--- src/rtl/viterbi_pkg.sv ---
// rtl/viterbi_pkg.sv - shared constants, state types and helpers for the Viterbi traceback
package viterbi_pkg;

   localparam int NUM_ST           = 4;
   localparam int TB_DEPTH_DEFAULT = 8;
   localparam int COL_W            = 2 * NUM_ST;

   typedef logic [1:0] st_t;

   typedef enum logic [1:0] {
      S_WRITE = 2'd0,
      S_TRACE = 2'd1,
      S_DONE  = 2'd2
   } tb_state_t;

   // Pick the 2-bit predecessor of trellis state st out of a packed survivor column.
   function automatic st_t col_pick(input logic [COL_W-1:0] col, input st_t st);
      st_t res;
      case (st)
         2'd0:    res = col[1:0];
         2'd1:    res = col[3:2];
         2'd2:    res = col[5:4];
         default: res = col[7:6];
      endcase
      return res;
   endfunction

endpackage

--- src/rtl/surv_mem.sv ---
// rtl/surv_mem.sv - survivor column store, one write port and one combinational read port
module surv_mem
   import viterbi_pkg::*;
#(
   parameter int DEPTH = TB_DEPTH_DEFAULT,
   parameter int AW    = (DEPTH > 1) ? $clog2(DEPTH) : 1
) (
   input  logic             clk,
   input  logic             we,
   input  logic [AW-1:0]    wr_addr,
   input  logic [COL_W-1:0] wr_col,
   input  logic [AW-1:0]    rd_addr,
   input  st_t              rd_st,
   output st_t              rd_prv
);

   // Contents are always written earlier in the same frame before being read, so no reset.
   logic [COL_W-1:0] mem [DEPTH];

   // Store one survivor column per accepted trellis step.
   always_ff @(posedge clk) begin
      if (we) begin
         mem[wr_addr] <= wr_col;
      end
   end

   // Combinational lookup of the predecessor of the current traceback state.
   always_comb begin
      rd_prv = col_pick(mem[rd_addr], rd_st);
   end

endmodule

--- src/rtl/traceback.sv ---
// rtl/traceback.sv - Viterbi traceback: stores a frame of survivors, then walks it backwards
module traceback
   import viterbi_pkg::*;
#(
   parameter int TB_DEPTH = TB_DEPTH_DEFAULT
) (
   input  logic                clk,
   input  logic                rst_n,
   input  logic                en_tb,
   input  logic [1:0]          prv_st_00,
   input  logic [1:0]          prv_st_01,
   input  logic [1:0]          prv_st_10,
   input  logic [1:0]          prv_st_11,
   input  logic [1:0]          sel_node,
   output logic [TB_DEPTH-1:0] dec_data,
   output logic                dec_valid,
   output logic                busy,
   output logic                ovf
);

   localparam int PTR_W = (TB_DEPTH > 1) ? $clog2(TB_DEPTH) : 1;
   localparam logic [PTR_W-1:0] LAST_PTR = PTR_W'(TB_DEPTH - 1);

   tb_state_t        state;
   tb_state_t        state_nxt;
   logic [PTR_W-1:0] wr_ptr;
   logic [PTR_W-1:0] rd_ptr;
   st_t              cur_st;
   st_t              rd_prv;
   logic             accept;
   logic             frame_end;

   surv_mem #(
      .DEPTH (TB_DEPTH),
      .AW    (PTR_W)
   ) u_surv_mem (
      .clk     (clk),
      .we      (accept),
      .wr_addr (wr_ptr),
      .wr_col  ({prv_st_11, prv_st_10, prv_st_01, prv_st_00}),
      .rd_addr (rd_ptr),
      .rd_st   (cur_st),
      .rd_prv  (rd_prv)
   );

   assign frame_end = accept && (wr_ptr == LAST_PTR);

   // FSM state register.
   always_ff @(posedge clk or negedge rst_n) begin
      if (!rst_n) begin
         state <= S_WRITE;
      end else begin
         state <= state_nxt;
      end
   end

   // Next-state logic plus the status outputs, which depend only on the current state.
   always_comb begin
      state_nxt = state;
      accept    = 1'b0;
      busy      = 1'b0;
      dec_valid = 1'b0;
      case (state)
         S_WRITE: begin
            accept = en_tb;
            if (en_tb && (wr_ptr == LAST_PTR)) begin
               state_nxt = S_TRACE;
            end
         end
         S_TRACE: begin
            busy = 1'b1;
            if (rd_ptr == '0) begin
               state_nxt = S_DONE;
            end
         end
         S_DONE: begin
            busy      = 1'b1;
            dec_valid = 1'b1;
            state_nxt = S_WRITE;
         end
         default: begin
            state_nxt = S_WRITE;
         end
      endcase
   end

   // Write pointer advances per accepted column and rewinds when the frame is complete.
   always_ff @(posedge clk or negedge rst_n) begin
      if (!rst_n) begin
         wr_ptr <= '0;
      end else if (frame_end) begin
         wr_ptr <= '0;
      end else if (accept) begin
         wr_ptr <= wr_ptr + 1'b1;
      end
   end

   // Traceback walk: seed from the best end state, then follow predecessors column by column.
   always_ff @(posedge clk or negedge rst_n) begin
      if (!rst_n) begin
         rd_ptr   <= '0;
         cur_st   <= 2'b00;
         dec_data <= '0;
      end else if (frame_end) begin
         rd_ptr <= LAST_PTR;
         cur_st <= sel_node;
      end else if (state == S_TRACE) begin
         // The state entered at step k carries message bit k in its MSB.
         dec_data[rd_ptr] <= cur_st[1];
         cur_st           <= rd_prv;
         if (rd_ptr != '0) begin
            rd_ptr <= rd_ptr - 1'b1;
         end
      end
   end

   // Sticky flag for any column offered while the traceback cannot take it.
   always_ff @(posedge clk or negedge rst_n) begin
      if (!rst_n) begin
         ovf <= 1'b0;
      end else if (en_tb && busy) begin
         ovf <= 1'b1;
      end
   end

endmodule

--- config.mk ---
export PLATFORM = sky130hd
export DESIGN_NAME = traceback
export DESIGN_NICKNAME = d
export VERILOG_FILES = /design/src/rtl/viterbi_pkg.sv /design/src/rtl/surv_mem.sv /design/src/rtl/traceback.sv
export SDC_FILE = /design/constraint.sdc
export NUM_CORES = 1
export LEC_CHECK = 0
export ABC_AREA = 1
export CORE_UTILIZATION = 40
export DETAILED_ROUTE_END_ITERATION = 16
export GPL_ROUTABILITY_DRIVEN = 0
export GPL_TIMING_DRIVEN = 0
export PLACE_DENSITY_LB_ADDON = 0.25
export SLEW_MARGIN = 10
export SYNTH_ARGS = -nofsm -noshare
export SYNTH_HDL_FRONTEND = slang
export SYNTH_SLANG_ARGS = --single-unit
--- constraint.sdc ---
create_clock -name clk -period 2.8 [get_ports clk]
set_input_delay 0.42 -clock clk [delete_from_list [all_inputs] [get_ports clk]]
set_output_delay 0.42 -clock clk [all_outputs]
set_load 0.02 [all_outputs]
==> impl_metrics.json, run 1 <==
{
  "wirelength_um": 7630,
  "r2r_end": "u_surv_mem.mem[2][4]",
  "max_freq_mhz": 452,
  "final.min_clock_period_ns": 2.21,
  "r2r-start": "state[1]",
  "worst_pin_slew_ns": 1.05,
  "cts_tree": "built",
  "synth_top_area_share": 0.533,
  "antenna_found_initial": 0,
  "p_per_area_nw_per_um2": 998,
  "drt_drc_violations_left": 0,
  "clock_path_buffers": 2,
  "port_buffers": 23,
  "placed_area_um2": 3970,
  "critPathMaxStageDelay_ns": 0.77,
  "finalSetupTns_ns": 0,
  "finalHoldViolations": 0,
  "dp_cells": 469,
  "finalSetupViolations": 0,
  "reg2reg_depth": 6,
  "fin_cells": 485,
  "drtPass1Iterations": 4,
  "diodes": 0,
  "postLayoutSetupSlackWorst_ns": 0.589,
  "drive_above_1_share": 0.0955,
  "drv_cap": 0,
  "initial_utilization": 0.414,
  "grt_pass1_wl_um": 12100,
  "critPathTopFamily": "simple AND/OR/NAND/NOR gates",
  "drt-initial-drc-count": 116,
  "synth_fp_nets": 359,
  "design_area_um2": 4180,
  "vdd_drop_max_uv": 318,
  "syn_inst": 338,
  "grtUsageTotal": 0.174,
  "drtAntennaViolNets": 0,
  "grt_pass1_vias": 2270,
  "slowest_stage": "nor2_1",
  "hold_ws_ns": 0.466,
  "synth-main-ff-cell": "edfxtp_1",
  "num_rows": 34,
  "syn_area_um2": 3610,
  "cts-resized-gates": 0,
  "yosysUniqueCellTypes": 27,
  "nets": 393,
  "setup.worst_path.start_class": "flop",
  "crit_start": "state[1]",
  "crit_fanout": 10,
  "rrSetupSlack_ns": 0.59,
  "crit_cells": 6,
  "finalCritPeriodShare": 0.790,
  "cp.arrival_ns": 2.20,
  "synth-seq-area-share": 0.664,
  "cp_cell_sequence": "inv_1 > ha_1 > nand2_1 > inv_2 > nand2_1 > nor2_1",
  "end_kind": "flop",
  "min_path_cells": 1,
  "cts_root_buf": "clkbuf_8",
  "grt-ovfl-total": 0,
  "crit_top_cell": "nand2_1",
  "avgSynthCellArea_um2": 10.7,
  "cts_sinks": 83,
  "drv_slew": 0,
  "synth_edf_count": 64,
  "dieArea_um2": 9410,
  "post-route-util": 0.479,
  "critPathRequiredTime_ns": 2.79,
  "rsz0062_at_grt": "false",
  "yosysWarnings": 0,
  "skew_ns": 0.0132,
  "slew_headroom": 0.301,
  "cts_setup_buffers": 0,
  "place_ws_ns": 0.227,
  "total_power_mw": 4.17,
  "num_io_pins": 24,
  "critPathKind": "flop to flop",
  "dpl.hpwl_um": 5010,
  "path_buf_inv": 2,
  "fp.dieH_um": 97.0,
  "numCtsBuffers": 9,
  "post_drt_wl_per_cell_um": 15.7,
  "synthTopCellsByArea": "edfxtp_1 (53%), dfrtp_1 (13%), nand2_1 (8.0%), nor2_1 (4.5%), inv_1 (3.5%)",
  "htreeDepth": 3,
  "synth_seq_cells": 83,
  "synth_most_common_cell": "nand2_1",
  "area_delta_synth_final_pct": 15.7,
  "via_per_inst": 4.92,
  "ys_async_sr_fraction": 0.229,
  "crit_end": "u_surv_mem.mem[2][4]",
  "clk_pin_slew_worst_paths_ns": 0.09,
  "outcome": "completed",
  "vias": 2386,
  "synth_top_area_cell": "edfxtp_1",
  "leakage_nw": 1.67,
  "holdBufCountCts": 0,
  "core_um2": 8720,
  "insertion_delay_ns": 0.36,
  "hold_path.class": "flop to flop",
  "die_w_um": 97.0,
  "grt_max_degree": 20,
  "synth_top_cells_by_count": "nand2_1 (77), edfxtp_1 (64), nor2_1 (43)"
}
## registers in the layout (all words and copies together), names as in the netlist
signal / flops
dec_data: 8
wr_ptr: 3
u_surv_mem.mem: 64
rd_ptr: 3
ovf: 1
cur_st: 2
state: 2
## layer usage
metal | part of all wire | global-route usage | up-vias
li1 | - | - | 1193
met1 | 0.47 | 0.235 | 1125
met2 | 0.47 | 0.278 | 55
met3 | 0.048 | 0.0332 | 13
met4 | 0.017 | 0.0689 | 0
met5 | 0 | 0 | -
## cell usage in the layout, fill, tap and decap left out, drive strengths merged, types with 8 or more instances in the layout
| cell type | n |
|---|---|
| inv | 43 |
| o211ai | 8 |
| nand2 | 79 |
| clkdlybuf4s50 | 23 |
| a21oi | 11 |
| clkbuf | 13 |
| o21ai | 22 |
| nor2 | 48 |
| edfxtp | 64 |
| dfrtp | 19 |
| ha | 8 |
| nand3 | 16 |
## worst min-delay path by stage
| stage | from | end | slack (ns) |
|---|---|---|---|
| 2_1_floorplan | rst_n | cur_st[0] | 0.12 |
| 3_3_place_gp | ovf | ovf | 0.44 |
| 3_5_place_dp | ovf | ovf | 0.46 |
| 4_1_cts | ovf | ovf | 0.48 |
| 5_1_grt | ovf | ovf | 0.49 |
| 6_report | ovf | ovf | 0.47 |
## final cells by class
class / count / area (µm²)
Buffer: 7 / 45.0
Clock buffer: 11 / 141
Clock inverter: 5 / 60.1
Fill cell: 812 / 4550
Inverter: 42 / 158
Multi-Input combinational cell: 206 / 1010
Sequential cell: 83 / 2400
Tap cell: 108 / 135
Timing Repair Buffer: 23 / 230
## where the power goes
| group | leakage, nW | switching, mW | internal (mW) | total, mW |
|---|---|---|---|---|
| clock network | 0.0999 | 0.448 | 0.440 | 0.889 |
| registers | 0.797 | 0.129 | 1.53 | 1.66 |
| logic | 0.776 | 1.04 | 0.572 | 1.62 |
## logic make-up after synthesis
group | count (synthesis) | share of synthesized area
adder cells (fa/ha/maj) | 8 | 0.0277
buffers and inverters | 49 | 0.0562
AND/OR/NAND/NOR | 151 | 0.178
flip-flops | 83 | 0.664
AO/OA/AOI/OAI | 47 | 0.0739
(Power assumes the default switching activity.)
==> run 2: changes to the inputs <==
- clock period: 2.8 -> 2 ns (I/O delays scaled with it)
==> impl_metrics.json, run 2 (synthesis gave the netlist of run 1 again) <==
{
  "end_kind": "flop",
  "diodes": 0,
  "outcome": "completed",
  "dpl.hpwl_um": 5010,
  "crit_top_cell": "nand2_1",
  "max_freq_mhz": 508,
  "leakage_nw": 1.67,
  "nets": 393,
  "cp.arrival_ns": 1.97,
  "critPathKind": "flop to flop",
  "largest_reg_flops": 64,
  "critPathMaxStageDelay_ns": 0.50,
  "p_per_area_nw_per_um2": 1390,
  "cp_cell_sequence": "inv_1 > ha_1 > nand2_1 > inv_2 > nand2_1 > nor2_2",
  "grt_max_degree": 20,
  "hold_path.class": "input pin to async pin",
  "drv_slew": 0,
  "num_rows": 34,
  "layout_common_cells": "nand2_1 (77), edfxtp_1 (64), nor2_1 (35)",
  "clock_path_buffers": 2,
  "final.min_clock_period_ns": 1.97,
  "wirelength_um": 7710,
  "drtAntennaViolNets": 0,
  "via_per_inst": 4.87,
  "multi_input_area_um2": 1030,
  "fillers": 822,
  "busiest_layer": "met2",
  "grt_util_met1": 0.235,
  "holdBufCountCts": 0,
  "drv_cap": 0,
  "drive_above_1_share": 0.117,
  "grt-ovfl-total": 0,
  "ff_latch_area_um2": 2400,
  "grt_pass1_wl_um": 12100,
  "drtPass1Iterations": 4,
  "finalSetupViolations": 0,
  "core_um2": 8720,
  "initial_utilization": 0.414,
  "numCtsBuffers": 9,
  "final_common_cell": "nand2_1",
  "cts_tree": "built",
  "met2_usage": 0.278,
  "area_delta_synth_final_pct": 16.4,
  "grtUsageTotal": 0.174,
  "placed_area_um2": 3970,
  "cts_root_buf": "clkbuf_8",
  "use_met3": 0.0332,
  "dieArea_um2": 9410,
  "skew_ns": 0.0131,
  "fp.dieH_um": 97.0,
  "htreeDepth": 3,
  "num_io_pins": 24,
  "port_buffers": 23,
  "post_drt_wl_per_cell_um": 15.9,
  "crit_fanout": 10,
  "cts_sinks": 83,
  "design_area_um2": 4200,
  "reg_top3": "u_surv_mem.mem (64), dec_data (8)",
  "vias": 2362,
  "vdd_drop_max_uv": 446,
  "worst_pin_slew_ns": 0.861,
  "finalSetupTns_ns": 0,
  "grt_pass1_vias": 2270,
  "slew_headroom": 0.424,
  "slowest_stage": "nor2_2",
  "finalHoldViolations": 0,
  "drt_drc_violations_left": 0,
  "cts-resized-gates": 6,
  "cts_setup_buffers": 0,
  "setup.worst_path.start_class": "flop",
  "critPathRequiredTime_ns": 2.00,
  "largest-register": "u_surv_mem.mem",
  "antenna_found_initial": 0,
  "clk_pin_slew_worst_paths_ns": 0.09,
  "insertion_delay_ns": 0.36,
  "finalCritPeriodShare": 0.984,
  "drt-initial-drc-count": 105,
  "rsz0062_at_grt": "true",
  "die_w_um": 97.0
}
[run 2: report_power, final]
group	leakage, nW	total [mW]	switching (mW)	internal, mW
Sequential	0.797	2.32	0.183	2.14
Clock	0.0999	1.24	0.627	0.616
Combinational	0.776	2.28	1.49	0.792
Total	1.67	5.85	2.30	3.55
[run 2: worst max-delay path: cells and delay by family (launching register included)]
kind | cells | cell delay, ns
and+or+nand+nor | 3 | 0.75
DFF | 1 | 0.41
buffers and inverters | 2 | 0.25
adders and majority gates | 1 | 0.18
[run 2: layout make-up]
| class | instances | area share |
|---|---|---|
| Buffer | 7 | 0.0107 |
| Clock buffer | 11 | 0.0337 |
| Clock inverter | 5 | 0.0143 |
| Inverter | 42 | 0.0375 |
| Multi-Input combinational cell | 206 | 0.246 |
| Sequential cell | 83 | 0.571 |
| Tap cell | 108 | 0.0322 |
| Timing Repair Buffer | 23 | 0.0545 |
[run 2: metal layers]
layer	vias to the layer above	wire, µm
met5	-	0
met4	0	57
met3	5	346
met2	50	3690
met1	1117	3610
li1	1190	-
[run 2: worst paths after layout]
kind	startpoint	end	slack, ns	cells after the start
setup / recovery	state[1]	u_surv_mem.mem[2][3]	0.03	6
hold / removal	rst_n	ovf	0.42	1
setup reg to reg	state[1]	u_surv_mem.mem[2][3]	0.03	6
hold reg to reg	ovf	ovf	0.47	1
max in group asynchronous	rst_n	cur_st[0]	1.03	1
min in group clk	ovf	ovf	0.47	1
[run 2: through the flow]
stage                     cells  power, mW  hold WS, ns  worst slack (ns)   util
after floorplan             338       3.88      0.00441             0.329      -
after global placement      469       4.60        0.438            -0.406  0.456
after detailed placement    469       4.64        0.456            -0.453  0.456
after CTS                   485       5.88        0.459            -0.205  0.480
after global routing        485       6.25        0.492            -0.147  0.481
final                       485       5.85        0.420            0.0315  0.481
